===== src/rtl/fifo_wr_arbiter.sv =====
// Round-robin write-port arbiter in front of an 8x32 fifo.
// Grants are bounded to MAX_BURST beats; writes pass straight through while granted.
module fifo_wr_arbiter #(
  parameter int NUM_REQ   = 4,
  parameter int DATA_W    = 32,
  parameter int MAX_BURST = 4
) (
  input  logic                         clk,
  input  logic                         rst,
  input  logic [NUM_REQ-1:0]           req_valid,
  input  logic [NUM_REQ*DATA_W-1:0]    req_data,
  output logic [NUM_REQ-1:0]           req_ready,
  input  logic                         fifo_full_n,
  output logic                         fifo_write_en,
  output logic [DATA_W-1:0]            fifo_data_in,
  output logic                         grant_valid,
  output logic [$clog2(NUM_REQ)-1:0]   grant_id,
  output logic [15:0]                  wr_count
);

  localparam int IDW = $clog2(NUM_REQ);
  localparam int BCW = $clog2(MAX_BURST + 1);
  localparam logic [IDW-1:0] LAST_ID   = IDW'(NUM_REQ - 1);
  localparam logic [BCW-1:0] LAST_BEAT = BCW'(MAX_BURST - 1);

  typedef enum logic {
    IDLE,
    GRANT
  } state_e;

  state_e         state_q, state_d;
  logic [IDW-1:0] rr_ptr_q, rr_ptr_d;
  logic [IDW-1:0] gid_q, gid_d;
  logic [BCW-1:0] beat_cnt_q, beat_cnt_d;
  logic [15:0]    wr_cnt_q, wr_cnt_d;

  logic [DATA_W-1:0] data_a [NUM_REQ];

  always_comb begin
    for (int i = 0; i < NUM_REQ; i++) begin
      data_a[i] = req_data[i*DATA_W +: DATA_W];
    end
  end

  // Search rr_ptr, rr_ptr+1, ... with an explicit wrap so any NUM_REQ works.
  logic           pick_ok;
  logic [IDW-1:0] pick_id;
  logic [IDW-1:0] idx;

  always_comb begin
    pick_ok = 1'b0;
    pick_id = rr_ptr_q;
    idx     = rr_ptr_q;
    for (int k = 0; k < NUM_REQ; k++) begin
      if (!pick_ok && req_valid[idx]) begin
        pick_ok = 1'b1;
        pick_id = idx;
      end
      idx = (idx == LAST_ID) ? '0 : idx + IDW'(1);
    end
  end

  logic           granted;
  logic           cur_valid;
  logic           beat;
  logic           last_beat;
  logic [IDW-1:0] next_ptr;

  assign granted   = (state_q == GRANT);
  assign cur_valid = req_valid[gid_q];
  assign beat      = granted & cur_valid & fifo_full_n;
  assign last_beat = (beat_cnt_q == LAST_BEAT);
  assign next_ptr  = (gid_q == LAST_ID) ? '0 : gid_q + IDW'(1);

  always_comb begin
    state_d    = state_q;
    rr_ptr_d   = rr_ptr_q;
    gid_d      = gid_q;
    beat_cnt_d = beat_cnt_q;
    wr_cnt_d   = wr_cnt_q;
    unique case (state_q)
      IDLE: begin
        if (pick_ok) begin
          state_d    = GRANT;
          gid_d      = pick_id;
          beat_cnt_d = '0;
        end
      end
      GRANT: begin
        if (beat) begin
          wr_cnt_d = wr_cnt_q + 16'd1;
        end
        // Dropping valid or finishing the burst hands the port on.
        if (!cur_valid || (beat && last_beat)) begin
          state_d    = IDLE;
          rr_ptr_d   = next_ptr;
          beat_cnt_d = '0;
        end else if (beat) begin
          beat_cnt_d = beat_cnt_q + BCW'(1);
        end
      end
      default: begin
        state_d = IDLE;
      end
    endcase
  end

  always_ff @(posedge clk) begin
    if (rst) begin
      state_q    <= IDLE;
      rr_ptr_q   <= '0;
      gid_q      <= '0;
      beat_cnt_q <= '0;
      wr_cnt_q   <= '0;
    end else begin
      state_q    <= state_d;
      rr_ptr_q   <= rr_ptr_d;
      gid_q      <= gid_d;
      beat_cnt_q <= beat_cnt_d;
      wr_cnt_q   <= wr_cnt_d;
    end
  end

  always_comb begin
    req_ready     = '0;
    fifo_write_en = beat;
    fifo_data_in  = '0;
    if (granted) begin
      req_ready[gid_q] = fifo_full_n;
      fifo_data_in     = data_a[gid_q];
    end
  end

  assign grant_valid = granted;
  assign grant_id    = gid_q;
  assign wr_count    = wr_cnt_q;

endmodule


===== config.mk =====
export PLATFORM = sky130hd
export DESIGN_NAME = fifo_wr_arbiter
export DESIGN_NICKNAME = d
export VERILOG_FILES = /design/src/rtl/fifo_wr_arbiter.sv
export SDC_FILE = /design/constraint.sdc
export NUM_CORES = 1
export LEC_CHECK = 0
export BUFFER_PORTS_ARGS = -buffer_cell sky130_fd_sc_hd__buf_2
export CORE_ASPECT_RATIO = 0.8
export CORE_UTILIZATION = 45
export CTS_CLUSTER_SIZE = 24
export DETAILED_ROUTE_END_ITERATION = 8
export PLACE_DENSITY = 0.93
export RECOVER_POWER = 25
export REMOVE_ABC_BUFFERS = 1
export SYNTH_ARGS = -nofsm -noshare
export SYNTH_HDL_FRONTEND = slang
export SYNTH_SLANG_ARGS = --single-unit

===== constraint.sdc =====
create_clock -name clk -period 3.55 [get_ports clk]
set_clock_uncertainty 0.2 [all_clocks]
set_input_delay 0.5325 -clock clk [delete_from_list [all_inputs] [get_ports clk]]
set_output_delay 0.5325 -clock clk [all_outputs]
set_load 0.01 [all_outputs]

==> results of run 1 <==
[Yosys cell counts, types with 3 or more instances]
cell / n
and2_1: 35
mux4_2: 33
nor2_1: 26
dfxtp_1: 24
clkbuf_1: 14
buf_2: 10
and3_1: 9
inv_1: 9
mux2i_1: 9
ha_1: 8
nand2_1: 8
o21ai_0: 8
xnor2_1: 8
nand3_1: 6
nor3_1: 6
xor2_1: 5
a21oi_1: 4
mux2_1: 3
mux2_2: 3
nand4_1: 3
nor2b_1: 3
nor3b_1: 3
or3_1: 3
[layer usage]
metal,up-vias,share of wire [%],track usage (%)
met2,152,48,50.68
met5,-,0,0
met3,29,7.9,7.585
li1,1389,-,-
met1,1393,40,40.85
met4,0,3.9,13.80
[worst max-delay path, delay by kind of cell (launching register included)]
family                 cells  cell delay, ns
muxes                      1            0.52
and+or+nand+nor            1            0.17
DFF                        1            0.98
buffers and inverters      2            0.46
[worst paths after layout]
check	to	slack, ns	depth (start not counted)
max	fifo_data_in[21]	0.40	4
min	wr_count[10]	0.31	2
min reg2reg	wr_count[10]	0.31	2
max reg2reg	beat_cnt_q[2]	0.52	5
[cell families (layout without fill, tap and decap cells)]
kind of cell	count (synthesis)	after routing	synth area share [%]
AO/OA/AOI/OAI	28	28	7.686
XOR/XNOR	13	13	4.239
adder cells (fa/ha/maj)	8	8	3.726
buffers and inverters	36	208	6.055
flip-flops	24	24	17.89
multiplexers	50	50	35.49
other	0	6	0
AND/OR/NAND/NOR	118	118	24.92
[state kept, by name (all words and copies together) (netlist names)]
| name | flops |
|---|---|
| wr_count | 16 |
| rr_ptr_q | 2 |
| grant_id | 2 |
| grant_valid | 1 |
| beat_cnt_q | 3 |
[report_power, final]
| part | switching [mW] | internal, mW | total (mW) |
|---|---|---|---|
| Sequential | 0.0758 | 0.288 | 0.364 |
| Combinational | 0.447 | 0.542 | 0.989 |
| Clock | 0.0879 | 0.0993 | 0.187 |
| Total | 0.610 | 0.930 | 1.54 |
[cell type report]
cell class / instances / area [um2] / share of cell area, %
clock buffer: 4 / 55.05 / 1.481
antenna: 6 / 15.01 / 0.4039
sequential: 24 / 480.5 / 12.92
tap: 78 / 97.59 / 2.625
multi-input combinational: 217 / 2043 / 54.96
timing repair buffer: 195 / 992.2 / 26.69
inverter: 9 / 33.78 / 0.9088
==> out/results.txt, run 1 <==
run status = finished, final reports clean
fraction of layout instances using a drive strength above 1 = 49.44%
sequential area share after synthesis = 17.89%
critical path endpoint category = output port
CTS sink count = 24
initial DRC count = 235
vias per cell = 5.559
CTS buffer count = 3
CP max-delay cell = dfxtp_1
worst slack, placed = 0.5601 ns
DP HPWL = 8327 um
HP Class = reg2reg
post-synth cell types = 53
post-cts gate resize count = 0
Cell Rows = 24
crit-path cells = buf_4, mux4_2, and2_1, buf_2
hold_sp = wr_count[10]
Worst-Margin Slew = 0.9939 ns
DRT antenna net count = 0
Post-CTS Hold Buffers = 0
CP arrival = 2.42 ns
Max Slew Vio Count = 0
most common cell after layout, fill and taps aside = buf_2
GRT Residual Overflow = 0
Yosys top cell area share = 27.67%
Most used DFF post-synth = dfxtp_1
Hold Slack = 0.3085 ns
DRC = 0
die area = 0.006284 mm2
most frequent cells in the layout = buf_2, and2_1, mux4_2, nor2_1, dfxtp_1
Die Ht = 71.11 um
Setup Viol. Count Final = 0
Initial Utilization = 48.10%
slowest stage delay, CP = 0.98 ns
crit path kind = reg2out
clock buffer depth = 2
Critical Path Source Type = register
Net count, final = 593
Setup Buffers After CTS = 0
final worst-path cycle share = 88.72%
Synth area leader = mux4_2
H-tree depth = 1
Async SR Flop Fraction = 0%
gpl congestion = 0.8686
Cells after Synth = 277
Peak VDD IR = 0.3485 mV
Mapped Area = 0.002686 mm2
setup slack after layout = 0.4006 ns
leak pwr = 1.679 nW
setup_tns = 0 ns
pwr/cell area = 414.3 mW/mm2
critical path required time = 2.82 ns
fillcell total = 500
largest net degree at the start of global routing = 29
Final min period = 3.149 ns
placed cell area = 0.003670 mm2
synth warn = 0
core area = 0.005585 mm2
Clk pin slew, worst setup/hold paths = 0.08 ns
unrepaired setup endpoints after global routing = false
max_slew headroom = 33.65%
final wirelength = 10050 um
GRT Resource Usage Total = 31.71%
Synth Area per Inst = 9.698 um2
Root Driver = clkbuf_8
First-pass DRT Iterations = 4
final core utilization = 66.55%
Max-Cap Viols = 0
placed cells = 523
initial antenna violation count = 6
final hold violations = 0
final cell count without fillers = 533
global-route wire length before repair = 14760 um
top cells by area, synth = mux4_2, dfxtp_1, and2_1
CP startpoint = grant_id[0]
I/O pin total = 191
reg2reg start = rr_ptr_q[1]
Max Clock Freq = 0.3175 GHz
Port Buf Inserts = 190
design area = 0.003717 mm2
Synth-to-Final Area Change = 38.38%
FF+latch count, synth = 24
vias after detailed routing = 2963
Max Fanout on Critical Path = 17
Die X-Extent = 88.38 um
Post-synth EDFFs = 0
Skew-Pair Late Insertion Delay = 0.27 ns
CTS tree = yes
total power = 1.540 mW
vias in the first global route = 2822
WL per Instance = 18.85 um
Power figures use the tool's default switching activity.
==> run 2: changes to the inputs <==
--- a/config.mk
+++ b/config.mk
@@ -5,12 +5,15 @@
 export SDC_FILE = /design/constraint.sdc
 export NUM_CORES = 1
 export LEC_CHECK = 0
+export ABC_AREA = 1
 export BUFFER_PORTS_ARGS = -buffer_cell sky130_fd_sc_hd__buf_2
 export CORE_ASPECT_RATIO = 0.8
-export CORE_UTILIZATION = 45
+export CORE_MARGIN = 1.5
+export CORE_UTILIZATION = 46
 export CTS_CLUSTER_SIZE = 24
 export DETAILED_ROUTE_END_ITERATION = 8
-export PLACE_DENSITY = 0.93
+export GPL_TIMING_DRIVEN = 0
+export PLACE_DENSITY = 0.94
 export RECOVER_POWER = 25
 export REMOVE_ABC_BUFFERS = 1
 export SYNTH_ARGS = -nofsm -noshare
==> out/results.txt, run 2 <==
core area = 0.005585 mm2 (unchanged)
design area = 0.003699 mm2 (-0.50%)
Port Buf Inserts = 190 (unchanged)
clock buffer depth = 2 (unchanged)
GRT Residual Overflow = 0 (unchanged)
CP arrival = 2.44 ns (+0.02 ns)
hold_sp = beat_cnt_q[2]
unrepaired setup endpoints after global routing = false
most frequent cells after synthesis = nor2_1, o21ai_0, nand2_1, a21oi_1, inv_1
Die X-Extent = 88.98 um (+0.67%)
Synth-to-Final Area Change = 35.97%
Clk pin slew, worst setup/hold paths = 0.09 ns (about the same)
Initial Utilization = 48.70% (+0.60 points)
worst slack, placed = 0.1964 ns (-0.3636 ns)
reg2reg start = grant_id[0]
WP buf/inv = 3 (+1)
Root Driver = clkbuf_8
crit path kind = reg2out
final cell count without fillers = 749 (+41%)
Final min period = 3.172 ns (+0.02218 ns)
Max-Cap Viols = 0 (unchanged)
gpl congestion = 1.017 (+17%)
die area = 0.006387 mm2 (+1.6%)
Skew-Pair Late Insertion Delay = 0.27 ns (about the same)
most common cell after layout, fill and taps aside = buf_2
vias in the first global route = 3397 (+20%)
leak pwr = 1.900 nW (+13%)
Mapped Area = 0.002720 mm2 (+1.3%)
global-route wire length before repair = 15350 um (+4.0%)
CTS buffer count = 3 (unchanged)
max_slew headroom = 24.73% (-8.9 points)
Synth area leader = nor2_1
most frequent cells in the layout = buf_2, nor2_1, o21ai_0, nand2_1, a21oi_1
Most used DFF post-synth = dfxtp_1
Die Ht = 71.78 um (+0.95%)
fillcell total = 564 (+13%)
post-synth cell types = 33 (-38%)
top cells by area, synth = nor2_1, dfxtp_1, o21ai_0
Worst-Margin Slew = 1.128 ns (+0.1340 ns)
cell family with most CP delay = buffers and inverters
register area = 483.0 um2 (+0.52%)
First-pass DRT Iterations = 5 (+1)
Post-synth EDFFs = 0 (unchanged)
Cell Rows = 24 (unchanged)
FF+latch count, synth = 24 (unchanged)
CTS tree = yes
CP startpoint = grant_id[0]
total power = 2.171 mW (+41%)
DRC = 0 (unchanged)
synth warn = 0 (unchanged)
placed cell area = 0.003659 mm2 (-0.31%)
Cells after Synth = 502 (+81%)
Critical Path Source Type = register
setup_tns = 0 ns (unchanged)
most frequent cell after synthesis = nor2_1
Synth Area per Inst = 5.419 um2 (-44%)
slowest stage delay, CP = 0.70 ns (-0.28 ns)
critical path required time = 2.82 ns (about the same)
Setup Buffers After CTS = 0 (unchanged)
Yosys top cell area share = 21.39% (-6.3 points)
Peak VDD IR = 0.4978 mV (+43%)
vias per cell = 5.303 (-4.6%)
I/O pin total = 191 (unchanged)
crit-path cells = buf_12, inv_2, nand2_1, nand3_2, nand2_2, nor2_8, buf_2
initial antenna violation count = 2 (-4)
vias after detailed routing = 3972 (+34%)
Max Slew Vio Count = 0 (unchanged)
DP HPWL = 7609 um (-8.6%)
Max Clock Freq = 0.3153 GHz (-0.70%)
HP Class = reg2reg
final wirelength = 9999 um (-0.49%)
H-tree depth = 1 (unchanged)
Async SR Flop Fraction = 0% (unchanged)
CP max-delay cell = inv_2
largest net degree at the start of global routing = 71 (+140%)
CTS sink count = 24 (unchanged)
Multi-input gate area = 0.001971 mm2 (-3.6%)
final hold violations = 0 (unchanged)
run status = finished, final reports clean
DRT antenna net count = 0 (unchanged)
final worst-path cycle share = 89.34% (+0.62 points)
sequential area share after synthesis = 17.66% (-0.22 points)
Net count, final = 813 (+37%)
WL per Instance = 13.35 um (-29%)
placed cells = 743 (+42%)
setup slack after layout = 0.3784 ns (-0.02218 ns)
pwr/cell area = 587.0 mW/mm2 (+42%)
max reg flops = 16 (unchanged)
Setup Viol. Count Final = 0 (unchanged)
critical path endpoint category = output port
fraction of layout instances using a drive strength above 1 = 30.79% (-19 points)
GRT Resource Usage Total = 29.74% (-2.0 points)
initial DRC count = 260 (+11%)
Max Fanout on Critical Path = 70 (+53)
==> run 2: changes by cell type after synthesis, moves of 8 or more <==
cell,before,now
a21oi_1,4,48
and2_1,35,0
and3_1,9,1
inv_1,9,30
mux2i_1,9,0
mux4_2,33,0
nand2_1,8,67
nand2_2,0,12
nand3_1,6,21
nor2_1,26,155
o21ai_0,8,72
==> run 2: tightest hold or removal path: cells and delay by family (launching register included) <==
| family | cells | cell delay (ns) |
|---|---|---|
| simple gates | 2 | 0.14 |
| flops | 1 | 0.32 |
==> run 2: through the flow <==
step                utilization (%)  hold slack [ns]
floorplan                         -           0.2534
global placement              65.12           0.2656
detailed placement            65.50           0.2742
CTS                           66.51           0.2876
global route                  66.22           0.3179
finish                        66.22           0.2901
==> run 2: metal layers <==
layer  wire, um  global-route usage [%]  share of wire, %
met5          0                       0                 0
met4        307                   9.744               3.1
met3        902                   4.839               9.0
met2       4804                   52.69                48
met1       3985                   36.48                40
==> run 2: final cells by class <==
class	instances	area share (%)
Antenna cell	2	0.1353
Sequential cell	24	13.06
Multi-Input combinational cell	415	53.28
Inverter	35	3.721
Tap cell	78	2.639
Timing Repair Buffer	191	25.68
Clock buffer	4	1.488
==> run 2: cell families (layout without fill, tap and decap cells) <==
kind of cell | after synthesis | count (layout) | share of synthesized area [%]
xor+xnor | 4 | 4 | 1.288
compound gates | 128 | 128 | 23.69
flops | 24 | 24 | 17.66
other cells | 0 | 2 | 0
buf+inv | 63 | 230 | 9.889
simple gates | 275 | 275 | 43.79
fa+ha+maj | 8 | 8 | 3.680
==> run 2: final timing paths <==
kind | to | slack [ns] | depth (start not counted)
max | fifo_write_en | 0.38 | 7
min | beat_cnt_q[2] | 0.29 | 2
max reg2reg | wr_count[9] | 0.68 | 11
min reg2reg | beat_cnt_q[2] | 0.29 | 2
==> run 2: timing repair <==
item | 4_1_cts | 5_1_grt
gates resized for setup | 1 | 0
hold buffers | 0 | 0
setup endpoints to repair | 5 | 0
==> run 2: power by group <==
group	switching, mW	total, mW	internal [mW]	leakage (nW)
logic	0.977	1.54	0.566	1.68
clock network	0.0907	0.190	0.0991	0.0288
registers	0.127	0.438	0.312	0.196
total	1.19	2.17	0.976	1.90
